===== src/rtl/if_id_fetch_stage.sv =====
`default_nettype none
// ============================================================================
// Module      : if_id_fetch_stage
// Description : Instruction-fetch stage with IF/ID pipeline register.
//               Holds the PC, issues instruction-memory requests, handles
//               load-use stalls and decode-stage branch redirects/flushes,
//               and injects NOP_WORD bubbles into decode.
//               Optional macro IF_PERF_CNT_EN adds fetch/bubble counters.
// Revision    : 1.0 - initial release
// ============================================================================
module if_id_fetch_stage #(
    parameter logic [31:0] RESET_PC = 32'h0000_0000,
    parameter logic [31:0] NOP_WORD = 32'h0000_0000
) (
    input  logic        clk,
    input  logic        rst_n,
    input  logic        stall,
    input  logic        br_taken,
    input  logic [31:0] br_target,
    output logic        imem_req,
    output logic [31:0] imem_addr,
    input  logic [31:0] imem_rdata,
    input  logic        imem_ready,
    output logic [31:0] id_instr,
    output logic [31:0] id_pc,
    output logic [31:0] id_pc4,
    output logic        id_valid
`ifdef IF_PERF_CNT_EN
    ,
    output logic [31:0] perf_fetch_cnt,
    output logic [31:0] perf_bubble_cnt
`endif
);

    localparam logic [1:0]  S_BOOT       = 2'd0;
    localparam logic [1:0]  S_FETCH      = 2'd1;
    localparam logic [1:0]  S_WAIT       = 2'd2;
    localparam logic [31:0] c_ALIGN_MASK = 32'hFFFF_FFFC;
    localparam logic [31:0] c_PC_STEP    = 32'd4;

    logic [1:0]  r_state;
    logic [31:0] r_pc;
    logic [31:0] r_id_instr;
    logic [31:0] r_id_pc;
    logic [31:0] r_id_pc4;
    logic        r_id_valid;

    logic [1:0]  w_state_nxt;
    logic [31:0] w_pc_nxt;
    logic [31:0] w_id_instr_nxt;
    logic [31:0] w_id_pc_nxt;
    logic [31:0] w_id_pc4_nxt;
    logic        w_id_valid_nxt;
    logic        w_fetch_evt;
    logic        w_bubble_evt;

    // State, PC and IF/ID register; reset aborts any outstanding fetch at once
    always_ff @(posedge clk or negedge rst_n) begin
        if (!rst_n) begin
            r_state    <= S_BOOT;
            r_pc       <= RESET_PC & c_ALIGN_MASK;
            r_id_instr <= NOP_WORD;
            r_id_pc    <= 32'd0;
            r_id_pc4   <= 32'd0;
            r_id_valid <= 1'b0;
        end else begin
            r_state    <= w_state_nxt;
            r_pc       <= w_pc_nxt;
            r_id_instr <= w_id_instr_nxt;
            r_id_pc    <= w_id_pc_nxt;
            r_id_pc4   <= w_id_pc4_nxt;
            r_id_valid <= w_id_valid_nxt;
        end
    end

    // Next-state logic: branch flush beats stall, stall beats normal fetch
    always_comb begin
        w_state_nxt    = r_state;
        w_pc_nxt       = r_pc;
        w_id_instr_nxt = r_id_instr;
        w_id_pc_nxt    = r_id_pc;
        w_id_pc4_nxt   = r_id_pc4;
        w_id_valid_nxt = r_id_valid;
        w_fetch_evt    = 1'b0;
        w_bubble_evt   = 1'b0;
        case (r_state)
            S_BOOT: begin
                w_state_nxt = S_FETCH;
            end
            S_FETCH, S_WAIT: begin
                if (br_taken) begin
                    // Redirect; any word returned this cycle is dropped
                    w_pc_nxt       = br_target & c_ALIGN_MASK;
                    w_id_instr_nxt = NOP_WORD;
                    w_id_valid_nxt = 1'b0;
                    w_state_nxt    = S_FETCH;
                    w_bubble_evt   = 1'b1;
                end else if (stall) begin
                    // Hold everything; a returned word is refetched later
                    w_state_nxt = r_state;
                end else if (imem_ready) begin
                    w_id_instr_nxt = imem_rdata;
                    w_id_pc_nxt    = r_pc;
                    w_id_pc4_nxt   = r_pc + c_PC_STEP;
                    w_id_valid_nxt = 1'b1;
                    w_pc_nxt       = r_pc + c_PC_STEP;
                    w_state_nxt    = S_FETCH;
                    w_fetch_evt    = 1'b1;
                end else begin
                    // Memory not ready: bubble into decode, keep address stable
                    w_id_instr_nxt = NOP_WORD;
                    w_id_valid_nxt = 1'b0;
                    w_state_nxt    = S_WAIT;
                    w_bubble_evt   = 1'b1;
                end
            end
            default: begin
                w_state_nxt = S_BOOT;
            end
        endcase
    end

    assign imem_req  = (r_state == S_FETCH) || (r_state == S_WAIT);
    assign imem_addr = r_pc;
    assign id_instr  = r_id_instr;
    assign id_pc     = r_id_pc;
    assign id_pc4    = r_id_pc4;
    assign id_valid  = r_id_valid;

`ifdef IF_PERF_CNT_EN
    logic [31:0] r_perf_fetch_cnt;
    logic [31:0] r_perf_bubble_cnt;

    // Count latched fetches and latched bubbles; stall-hold cycles excluded
    always_ff @(posedge clk or negedge rst_n) begin
        if (!rst_n) begin
            r_perf_fetch_cnt  <= 32'd0;
            r_perf_bubble_cnt <= 32'd0;
        end else begin
            if (w_fetch_evt) begin
                r_perf_fetch_cnt <= r_perf_fetch_cnt + 32'd1;
            end
            if (w_bubble_evt) begin
                r_perf_bubble_cnt <= r_perf_bubble_cnt + 32'd1;
            end
        end
    end

    assign perf_fetch_cnt  = r_perf_fetch_cnt;
    assign perf_bubble_cnt = r_perf_bubble_cnt;
`else
    logic w_evt_unused;
    assign w_evt_unused = w_fetch_evt | w_bubble_evt;
`endif

endmodule
`default_nettype wire


===== config.mk =====
export PLATFORM = sky130hd
export DESIGN_NAME = if_id_fetch_stage
export DESIGN_NICKNAME = d
export VERILOG_FILES = /design/src/rtl/if_id_fetch_stage.sv
export SDC_FILE = /design/constraint.sdc
export NUM_CORES = 1
export LEC_CHECK = 0
export ABC_AREA = 1
export ABC_CLOCK_PERIOD_IN_PS = 4300
export BUFFER_PORTS_ARGS = -buffer_cell sky130_fd_sc_hd__buf_2
export CAP_MARGIN = 20
export CORE_MARGIN = 2
export CORE_UTILIZATION = 56
export CTS_BUF_LIST = sky130_fd_sc_hd__clkbuf_4
export CTS_CLUSTER_DIAMETER = 80
export CTS_CLUSTER_SIZE = 40
export DETAILED_ROUTE_END_ITERATION = 10
export PLACE_DENSITY_LB_ADDON = 0.12
export SKIP_CTS_REPAIR_TIMING = 1
export SLEW_MARGIN = 20
export SYNTH_ARGS = -nofsm -noshare
export SYNTH_HDL_FRONTEND = slang
export SYNTH_SLANG_ARGS = --single-unit

===== constraint.sdc =====
create_clock -name clk -period 4.3 [get_ports clk]
set_input_delay 0.86 -clock clk [delete_from_list [all_inputs] [get_ports clk]]
set_output_delay 0.86 -clock clk [all_outputs]
set_load 0.01 [all_outputs]

# Word-level counts from Yosys, hierarchy flattened
# Index checks and enable logic that the tools add are counted.
[totals] ff_bits=131 latch_bits=0 ram_bits=0 rom_bits=0 inputBits=69 out_inout_bits=130 elab_cells=33 n_memories=0
[op_classes] addsub=1 mul=0 div_mod_pow=0 n_lt_le_gt_ge=0 eq_ne=4 shifts=0 n_mux=13 bitwise=2 n_reduce_logical=7
[ops] cell="32-bit 2-to-1 mux" count=6
[ops] cell="32-bit by 3-bit adder with 32-bit output, second input constant" count=1
[ops] cell="2-bit 2-to-1 mux" count=3
[ops] cell="2-bit case mux with 2 select lines" count=1
[ops] cell="4-bit AND reduction" count=1
[ops] cell="1-bit 2-to-1 mux" count=3
[ops] cell="3-bit inequality test, second input constant" count=1
[ops] cell="3-bit AND reduction" count=1
[ops] cell="2-bit by 1-bit == test with 1-bit output, second input constant" count=1
[ops] cell="2-bit == test, second input constant" count=1
[ops] cell="2-bit zero test" count=1
[ops] cell="2-bit by 1-bit inequality test with 1-bit output, second input constant" count=1
[ops] cell="1-bit NOT" count=2
[ops] cell="2-bit AND reduction" count=1
[ops] cell="2-bit nonzero test" count=1
[ops] cell="2-bit OR reduction" count=1
[ops] cell="1-bit logical OR" count=1

# Depth between registers and ports, before layout
# Gate-level depths: netlist (run 1).
[logic_depth] ltp_word=4 depth_mapped=10 ltp_nobuf=10

# Least setup slack after synthesis (run 1)
# OpenSTA, ideal clock, no wires.
[synth_timing] path_kind="input -> register" startpoint="input br_taken" endpoint="register r_id_pc4[10], in the netlist id_pc4[10]" setup_ns=0.116 t_arrival_ns=1.785 t_required_ns=4.184 slack_ns=2.398 path_stages=9 path_buffers=3 cell_sequence="buf_4 -> o21ai_4 -> inv_2 -> nand3_2 -> inv_2 -> buf_6 -> buf_6 -> nand2_1 -> nand2_1"
[synth_via] elab_chain_len=2
[synth_lines] element="start, declared" line_no="18" source="input logic br_taken,"
[synth_lines] element="1-bit NOT (no line)"
[synth_lines] element="4-bit AND reduction (no line)"
[synth_lines] element="end signal, assigned" line_no="71" source="r_id_pc4 <= w_id_pc4_nxt;"
[synth_lines] element="end, declared" line_no="45" source="logic [31:0] r_id_pc4;"
# Every way passes these cells.
# A chain may end at the register's enable or synchronous reset.

# Worst setup path in the final report (run 1)
[layout_timing] startpoint="register r_state[0]" endpoint="register r_id_instr[4], in the netlist id_instr[4]"
[layout_via] elab_chain_len=3 word_cells_on_any_way=4 cone_classes="2 x eq/ne; 2 x reduce/logical"
[layout_lines] element="start, declared" line_no="41" source="logic [1:0] r_state;"
[layout_lines] element="start signal, assigned" line_no="67" source="r_state <= w_state_nxt;"
[layout_lines] element="2-bit by 1-bit == test with 1-bit output or 2-bit == test (tied branches)" line_no="86" source="case (r_state)"
[layout_lines] element="2-bit OR reduction (*)"
[layout_lines] element="2-bit AND reduction (no line) (*)"
[layout_lines] element="end signal, assigned" line_no="69" source="r_id_instr <= w_id_instr_nxt;"
[layout_lines] element="end, declared" line_no="43" source="logic [31:0] r_id_instr;"
# Mark *: on every way between the ends. The rest lies on a longest branch, timed or not.

==> qor.csv, run 1 <==
stage,metric,value,unit
sta,unrepaired setup endpoints after global routing,false,
global_routing,Overflow after GRT,0,
synthesis,Syn Area/Cell,8.34,um^2
setup_path,reg2reg path depth,8,
sta,worst hold slack,0.420,ns
power,Static Leakage,3.79,nW
power,sequential share of power,41.2,%
setup_path,CP arrival,3.14,ns
sta,Slew Limit Fails,0,
synthesis,sequential cell area fraction in the yosys report,53.9,%
floorplanning,Boundary Pins,199,
finish,"commonest cells after routing, fill and taps aside","nand2_1, buf_2, dfrtp_1, nor2_1, o21ai_0",
sta,Slew headroom,37.0,%
detailed_routing,DRC,0,
global_routing,number of global-route vias before repair,5075,
detailed_routing,DR pass1 iterations,5,
global_routing,first-pass GRT wire length,24800,um
clocking,CTS tree,done,
synthesis,synth unique cells,30,
finish,Layout Nets,951,
clocking,Root Buffer,clkbuf_4,
setup_path,Worst EP required,4.72,ns
setup_path,end of the worst register-to-register path,id_instr[4],
setup_path,worst-path maximum fanout,69,
sta,period utilization,63.2,%
detailed_routing,DR vias/cell,5.30,
detailed_routing,routed length per instance,15.0,um
setup_path,CP Capture Type,flip-flop,
clocking,Clock transition at path regs,0.11,ns
detailed_routing,initial DRC count,411,
clocking,worst-skew pair later-pin latency,0.54,ns
floorplanning,area of the core,10200,um^2
detailed_routing,Vias,5448,
global_routing,initial antenna violation count,0,
run_status,status,"finished, final reports clean",
finish,"most common cell after layout, fill and taps aside",nand2_1,
detailed_routing,DRT Wirelength,15500,um
power,Sw Pwr,2.16,mW
power,VDD IR-drop max,0.446,mV
setup_path,reg2reg start,r_state[0],
sta,worst slew pin tran,0.945,ns
floorplanning,Initial Utilization,57.0,%
detailed_routing,Routed Antenna Nets,0,
placed_design,placer congestion estimate,0.867,
setup_path,CP Launch Type,flip-flop,
synthesis,YS warnings,0,
global_routing,gr usage total,28.2,%
sta,final hold viol count,0,
synthesis,#FFs+latches synth,125,
clocking,maximum clock path buffer count,2,
synthesis,Post-Synthesis Cells,696,
job,max-cap viol count,0,
finish,ant diodes,0,
synthesis,prevailing post-synth register cell,dfrtp_1,
sta,Setup Total Neg Slack,0,ns
sta,Setup Viol. Count Final,0,
finish,fraction of layout cells with a size suffix above 1,26.8,%
clocking,htree depth,4,
power,Clk pwr share,16.9,%
placed_design,dpl hpwl,10900,um
sta,Peak Freq,368,MHz
setup_path,critical path type,reg -> reg,
finish,synthesis-to-layout area growth,21.8,%
clocking,clock sink total,125,
clocking,Num CTS Buffers,17,
setup_path,reg2reg setup slack,1.58,ns
global_routing,pin count of the biggest net entering global routing,85,
synthesis,Post-synth EDFFs,0,
power,combinational share of power,42.0,%
worst_hold_path,min-delay worst type,in -> async,
power,Int Pwr,2.91,mW
synthesis,Mapped Area,5810,um^2
placed_design,number of buffers added on ports,190,
finish,Multi-input gate area,2300,um^2
finish,sequential cell area,3130,um^2
floorplanning,die area,11200,um^2
sta,clock skew,0.0108,ns
power,PwrDens,717,nW/um^2
floorplanning,Die Span X,106,um
finish,layout filler cell count,856,
floorplanning,die height,106,um
power,switching portion of total power,42.5,%
floorplanning,# rows,37,
synthesis,ys async rst share,100,%
sta,fin crit period,2.72,ns
## power groups by stage
stage	sequential (mW)	clock [mW]	combinational (mW)
after floorplan	2.30	0	1.05
after global placement	2.08	0	2.07
after detailed placement	2.10	0	2.12
after CTS	2.08	0.872	2.13
after global routing	2.16	0.927	2.38
final	2.09	0.856	2.13
## worst max-delay path: stages (launching register included)
cell	delay (ns)
dfrtp_1	0.36
inv_1	0.06
ha_1	0.37
o21ai_4	0.08
buf_4	0.35
inv_2	0.08
nand3_2	0.09
clkinv_2	0.72
a22o_1	0.45
## worst max-delay path by stage
stage              endpoint  depth (start not counted)       start
6_report        id_instr[4]                          8  r_state[0]
5_1_grt          id_pc4[14]                          9  r_state[0]
4_1_cts        imem_addr[5]                          9  r_state[0]
3_5_place_dp   imem_addr[5]                          8    br_taken
3_3_place_gp   imem_addr[6]                          8    br_taken
2_1_floorplan    id_pc4[10]                          9    br_taken
## per-layer routing
metal | global-route usage, % | share of wire, % | up-vias | wire length [um]
li1 | - | - | 2616 | -
met1 | 38.1 | 42 | 2548 | 6570
met2 | 45.3 | 48 | 251 | 7370
met3 | 6.25 | 7.5 | 33 | 1160
met4 | 10.1 | 2.3 | 0 | 359
met5 | 0 | 0 | - | 0
## per-stage QoR
stage	instances	worst slack (ns)	utilization, %	area (um^2)	total power [mW]
after floorplan	701	2.40	-	5820	3.35
after global placement	996	1.34	66.5	6770	4.15
after detailed placement	996	1.25	66.5	6770	4.23
after CTS	1028	1.61	69.4	7070	5.09
after global routing	1028	1.34	69.4	7070	5.46
final	1028	1.58	69.4	7070	5.07
## kinds of logic after synthesis
| logic type | share of synthesized area [%] |
|---|---|
| DFF | 53.9 |
| xor gates and xnor gates | 0.905 |
| AOI/OAI and AO/OA | 13.2 |
| adders and majority gates | 0.647 |
| and+or+nand+nor | 24.4 |
| other | 0.0646 |
| buffers and inverters | 6.90 |
## state kept, by name, summed over array words and instances (netlist names)
signal     count
id_pc         30
id_pc4        30
r_state        2
id_valid       1
imem_addr     30
id_instr      32
## Yosys cell counts, types with 2 or more instances
| master | n | area [um^2] |
|---|---|---|
| xor2_1 | 5 | 43.8 |
| nand2_1 | 218 | 818 |
| o21ai_0 | 53 | 265 |
| inv_2 | 4 | 15.0 |
| a22o_1 | 32 | 280 |
| o211ai_1 | 4 | 30.0 |
| nand2_2 | 2 | 12.5 |
| buf_1 | 4 | 15.0 |
| clkbuf_1 | 4 | 15.0 |
| buf_2 | 14 | 70.1 |
| a31oi_1 | 12 | 75.1 |
| nor2_2 | 4 | 25.0 |
| nand3_1 | 34 | 170 |
| nor2_1 | 93 | 349 |
| dfrtp_1 | 125 | 3130 |
| o21ai_1 | 10 | 50.1 |
| ha_1 | 3 | 37.5 |
| inv_1 | 45 | 169 |
| buf_6 | 3 | 33.8 |
| buf_4 | 11 | 82.6 |
| and2_1 | 2 | 12.5 |
| o22ai_1 | 6 | 37.5 |
## cell type report
type,instances,share of cell area [%]
inverters,49,2.62
well taps,136,2.41
flip-flops and latches,125,44.2
clock inverters,15,2.44
multi-input cells,491,32.5
clock buffers,17,1.80
repair buffers,195,14.0
Note: power is estimated with default switching activity, not from simulation.
==> inputs of run 2 (changes only) <==
Settings changed: ABC_AREA 1 to 0, ABC_CLOCK_PERIOD_IN_PS 4300 to 2200, CORE_UTILIZATION 56 to 47.
Clock period 4.3 ns to 2.2 ns, I/O delays scaled along.
==> qor.csv, run 2 <==
stage,metric,value,unit,change
finish,Layout Nets,880,,was 951
global_routing,pin count of the biggest net entering global routing,62,,was 85
synthesis,most frequent cell after synthesis,nand2_1,,unchanged
sta,Slew headroom,45.1,%,was 37.0%
setup_path,critical path type,reg -> out,,was reg -> reg
placed_design,dpl hpwl,11200,um,"was 10,900 um"
sta,period utilization,95.7,%,
global_routing,number of global-route vias before repair,5093,,"was 5,075"
placed_design,post-placement cell count,956,,was 996
setup_path,CP Launch Type,flip-flop,,unchanged
sta,Peak Freq,475,MHz,
run_status,status,"finished, final reports clean",,unchanged
synthesis,YS warnings,0,,unchanged
detailed_routing,DR pass1 iterations,5,,unchanged
synthesis,synth unique cells,51,,was 30
synthesis,Mapped Area,5810,um^2,about the same
floorplanning,die area,13300,um^2,"was 11,200 um^2"
clocking,Clock transition at path regs,0.12,ns,was 0.11 ns
global_routing,gr usage total,24.4,%,was 28.2%
detailed_routing,DRT Wirelength,15800,um,"was 15,500 um"
finish,"commonest cells after routing, fill and taps aside","buf_2, nand2_1, dfrtp_1, o21ai_0",,"was nand2_1, buf_2, dfrtp_1, nor2_1, o21ai_0"
floorplanning,die height,115,um,was 106 um
setup_path,CP arrival,1.66,ns,was 3.14 ns
floorplanning,Initial Utilization,48.2,%,was 57.0%
setup_path,CP Capture Type,primary output,,was flip-flop
job,max-cap viol count,0,,unchanged
clocking,Root Buffer,clkbuf_4,,unchanged
power,Static Leakage,3.80,nW,was 3.79 nW
placed_design,pre-CTS setup slack,0.149,ns,was 1.25 ns
clocking,CTS tree,done,,unchanged
finish,"most common cell after layout, fill and taps aside",buf_2,,was nand2_1
finish,layout filler cell count,1062,,was 856
sta,fin crit period,2.10,ns,
detailed_routing,DRC,0,,unchanged
setup_path,worst-path maximum fanout,23,,was 69
setup_path,crit path from,r_state[0],,unchanged
setup_path,reg2reg start,imem_addr[9],,was r_state[0]
sta,worst slew pin tran,0.820,ns,was 0.945 ns
power,VDD IR-drop max,0.489,mV,was 0.446 mV
setup_path,Worst EP required,1.76,ns,was 4.72 ns
synthesis,ys async rst share,100,%,unchanged
synthesis,Syn Area/Cell,9.62,um^2,was 8.34 um^2
finish,fraction of layout cells with a size suffix above 1,33.5,%,was 26.8%
sta,unrepaired setup endpoints after global routing,false,,unchanged
detailed_routing,DR vias/cell,5.31,,was 5.30
synthesis,Post-synth EDFFs,0,,unchanged
synthesis,"area leader, netlist",dfrtp_1,,unchanged
sta,Setup Viol. Count Final,0,,unchanged
clocking,Num CTS Buffers,17,,unchanged
synthesis,sequential cell area fraction in the yosys report,53.9,%,about the same
global_routing,first-pass GRT wire length,25400,um,"was 24,800 um"
synthesis,area fraction of the dominant cell type after synthesis,53.9,%,about the same
finish,synthesis-to-layout area growth,28.0,%,was 21.8%
placed_design,number of buffers added on ports,190,,unchanged
detailed_routing,routed length per instance,16.0,um,was 15.0 um
worst_hold_path,min-delay worst type,in -> reg,,was in -> async
detailed_routing,Routed Antenna Nets,0,,unchanged
global_routing,Overflow after GRT,0,,unchanged
setup_path,reg2reg path depth,5,,was 8
global_routing,initial antenna violation count,0,,unchanged
synthesis,Post-Synthesis Cells,604,,was 696
sta,Setup Total Neg Slack,0,ns,unchanged
sta,clock skew,0.0115,ns,was 0.0108 ns
floorplanning,# rows,40,,was 37
placed_design,placer congestion estimate,0.850,,was 0.867
synthesis,Post-synth top cells,"nand2_1, dfrtp_1, o21ai_0, a22o_1, clkbuf_1",,"was nand2_1, dfrtp_1, nor2_1, o21ai_0, inv_1"
sta,Setup WS post-layout,0.0951,ns,was 1.58 ns
synthesis,ranking of synthesized cells by area,"dfrtp_1, nand2_1, a22o_1",,"was dfrtp_1, nand2_1, nor2_1"
detailed_routing,initial DRC count,339,,was 411
sta,final hold viol count,0,,unchanged
synthesis,prevailing post-synth register cell,dfrtp_1,,unchanged
clocking,maximum clock path buffer count,2,,unchanged
power,PwrDens,1280,nW/um^2,was 717 nW/um^2
detailed_routing,Vias,5256,,"was 5,448"
floorplanning,Boundary Pins,199,,unchanged
clocking,worst-skew pair later-pin latency,0.51,ns,was 0.54 ns
worst_hold_path,worst hold path cell count,2,,
worst_hold_path,Hold Crit Start,imem_rdata[6],,
sta,Slew Limit Fails,0,,unchanged
clocking,htree depth,4,,unchanged
placed_design,Placed Area,7150,um^2,was 6770 um^2
floorplanning,Die Span X,115,um,was 106 um
floorplanning,area of the core,12100,um^2,"was 10,200 um^2"
finish,ant diodes,0,,unchanged
finish,max FFs per register,32,,unchanged
finish,Final Non-Filler Cells,989,,"was 1,028"
synthesis,#FFs+latches synth,125,,unchanged
finish,fin area,7440,um^2,was 7070 um^2
clocking,clock sink total,125,,unchanged
==> run 2: cell count changes in the layout (fill, tap and decap cells not counted), moves of 10 or more <==
cell and delta:
nand2_1 -80, nor2_1 -68, inv_1 -38, buf_4 +27
nand3_1 -25, a21oi_1 +20, xnor2_1 +18, and3_1 +12
nor3_1 +10
==> run 2: cell families after synthesis <==
family                     synth area share (%)
AOI/OAI and AO/OA                          17.4
buffers and inverters                      4.29
DFF                                        53.9
other                                    0.0646
muxes                                     0.172
xor gates and xnor gates                   4.22
adders and majority gates                 0.646
and+or+nand+nor                            19.3
==> run 2: power breakdown <==
group	leakage, nW	switching, mW	internal [mW]
sequential	1.58	0.689	3.21
combinational	2.08	2.34	1.73
clock	0.136	0.913	0.669
==> run 2: path summary, 6_finish.rpt <==
check / to / slack, ns
setup reg to reg: imem_addr[31] / 0.21
min in group asynchronous: id_pc4[11] / 0.46
setup / recovery: imem_req / 0.1
max in group asynchronous: id_pc[27] / 1.11
hold reg to reg: id_pc[19] / 0.48
hold / removal: id_instr[6] / 0.14
==> run 2: metrics by stage <==
step | util, % | hold slack, ns | total power [mW]
floorplan | - | 0.144 | 6.14
global placement | 59.2 | 0.454 | 7.88
detailed placement | 59.3 | 0.458 | 8.03
CTS | 61.5 | -0.109 | 9.62
global route | 61.7 | 0.0943 | 10.3
finish | 61.7 | 0.139 | 9.56
==> run 2: per-layer routing <==
metal / wire length [um] / GRT usage (%) / vias up / share of wire, %
li1: - / - / 2524 / -
met1: 6980 / 32.9 / 2505 / 44
met5: 0 / 0 / - / 0
met2: 7560 / 38.6 / 209 / 48
met3: 1080 / 6.27 / 18 / 6.8
met4: 166 / 8.11 / 0 / 1.1
==> run 2: final cells by class <==
type / instances / area, um^2 / share of cell area (%)
clock buffers: 17 / 128 / 1.72
clock inverters: 15 / 146 / 1.97
inverters: 7 / 26.3 / 0.353
multi-input cells: 427 / 2470 / 33.2
flip-flops and latches: 125 / 3130 / 42.1
well taps: 168 / 210 / 2.83
repair buffers: 230 / 1330 / 17.8
==> run 2: critical path, stage by stage (launching register included) <==
cell and delay (ns):
dfrtp_1 0.40, inv_1 0.06, ha_1 0.30, buf_6 0.22, buf_2 0.18
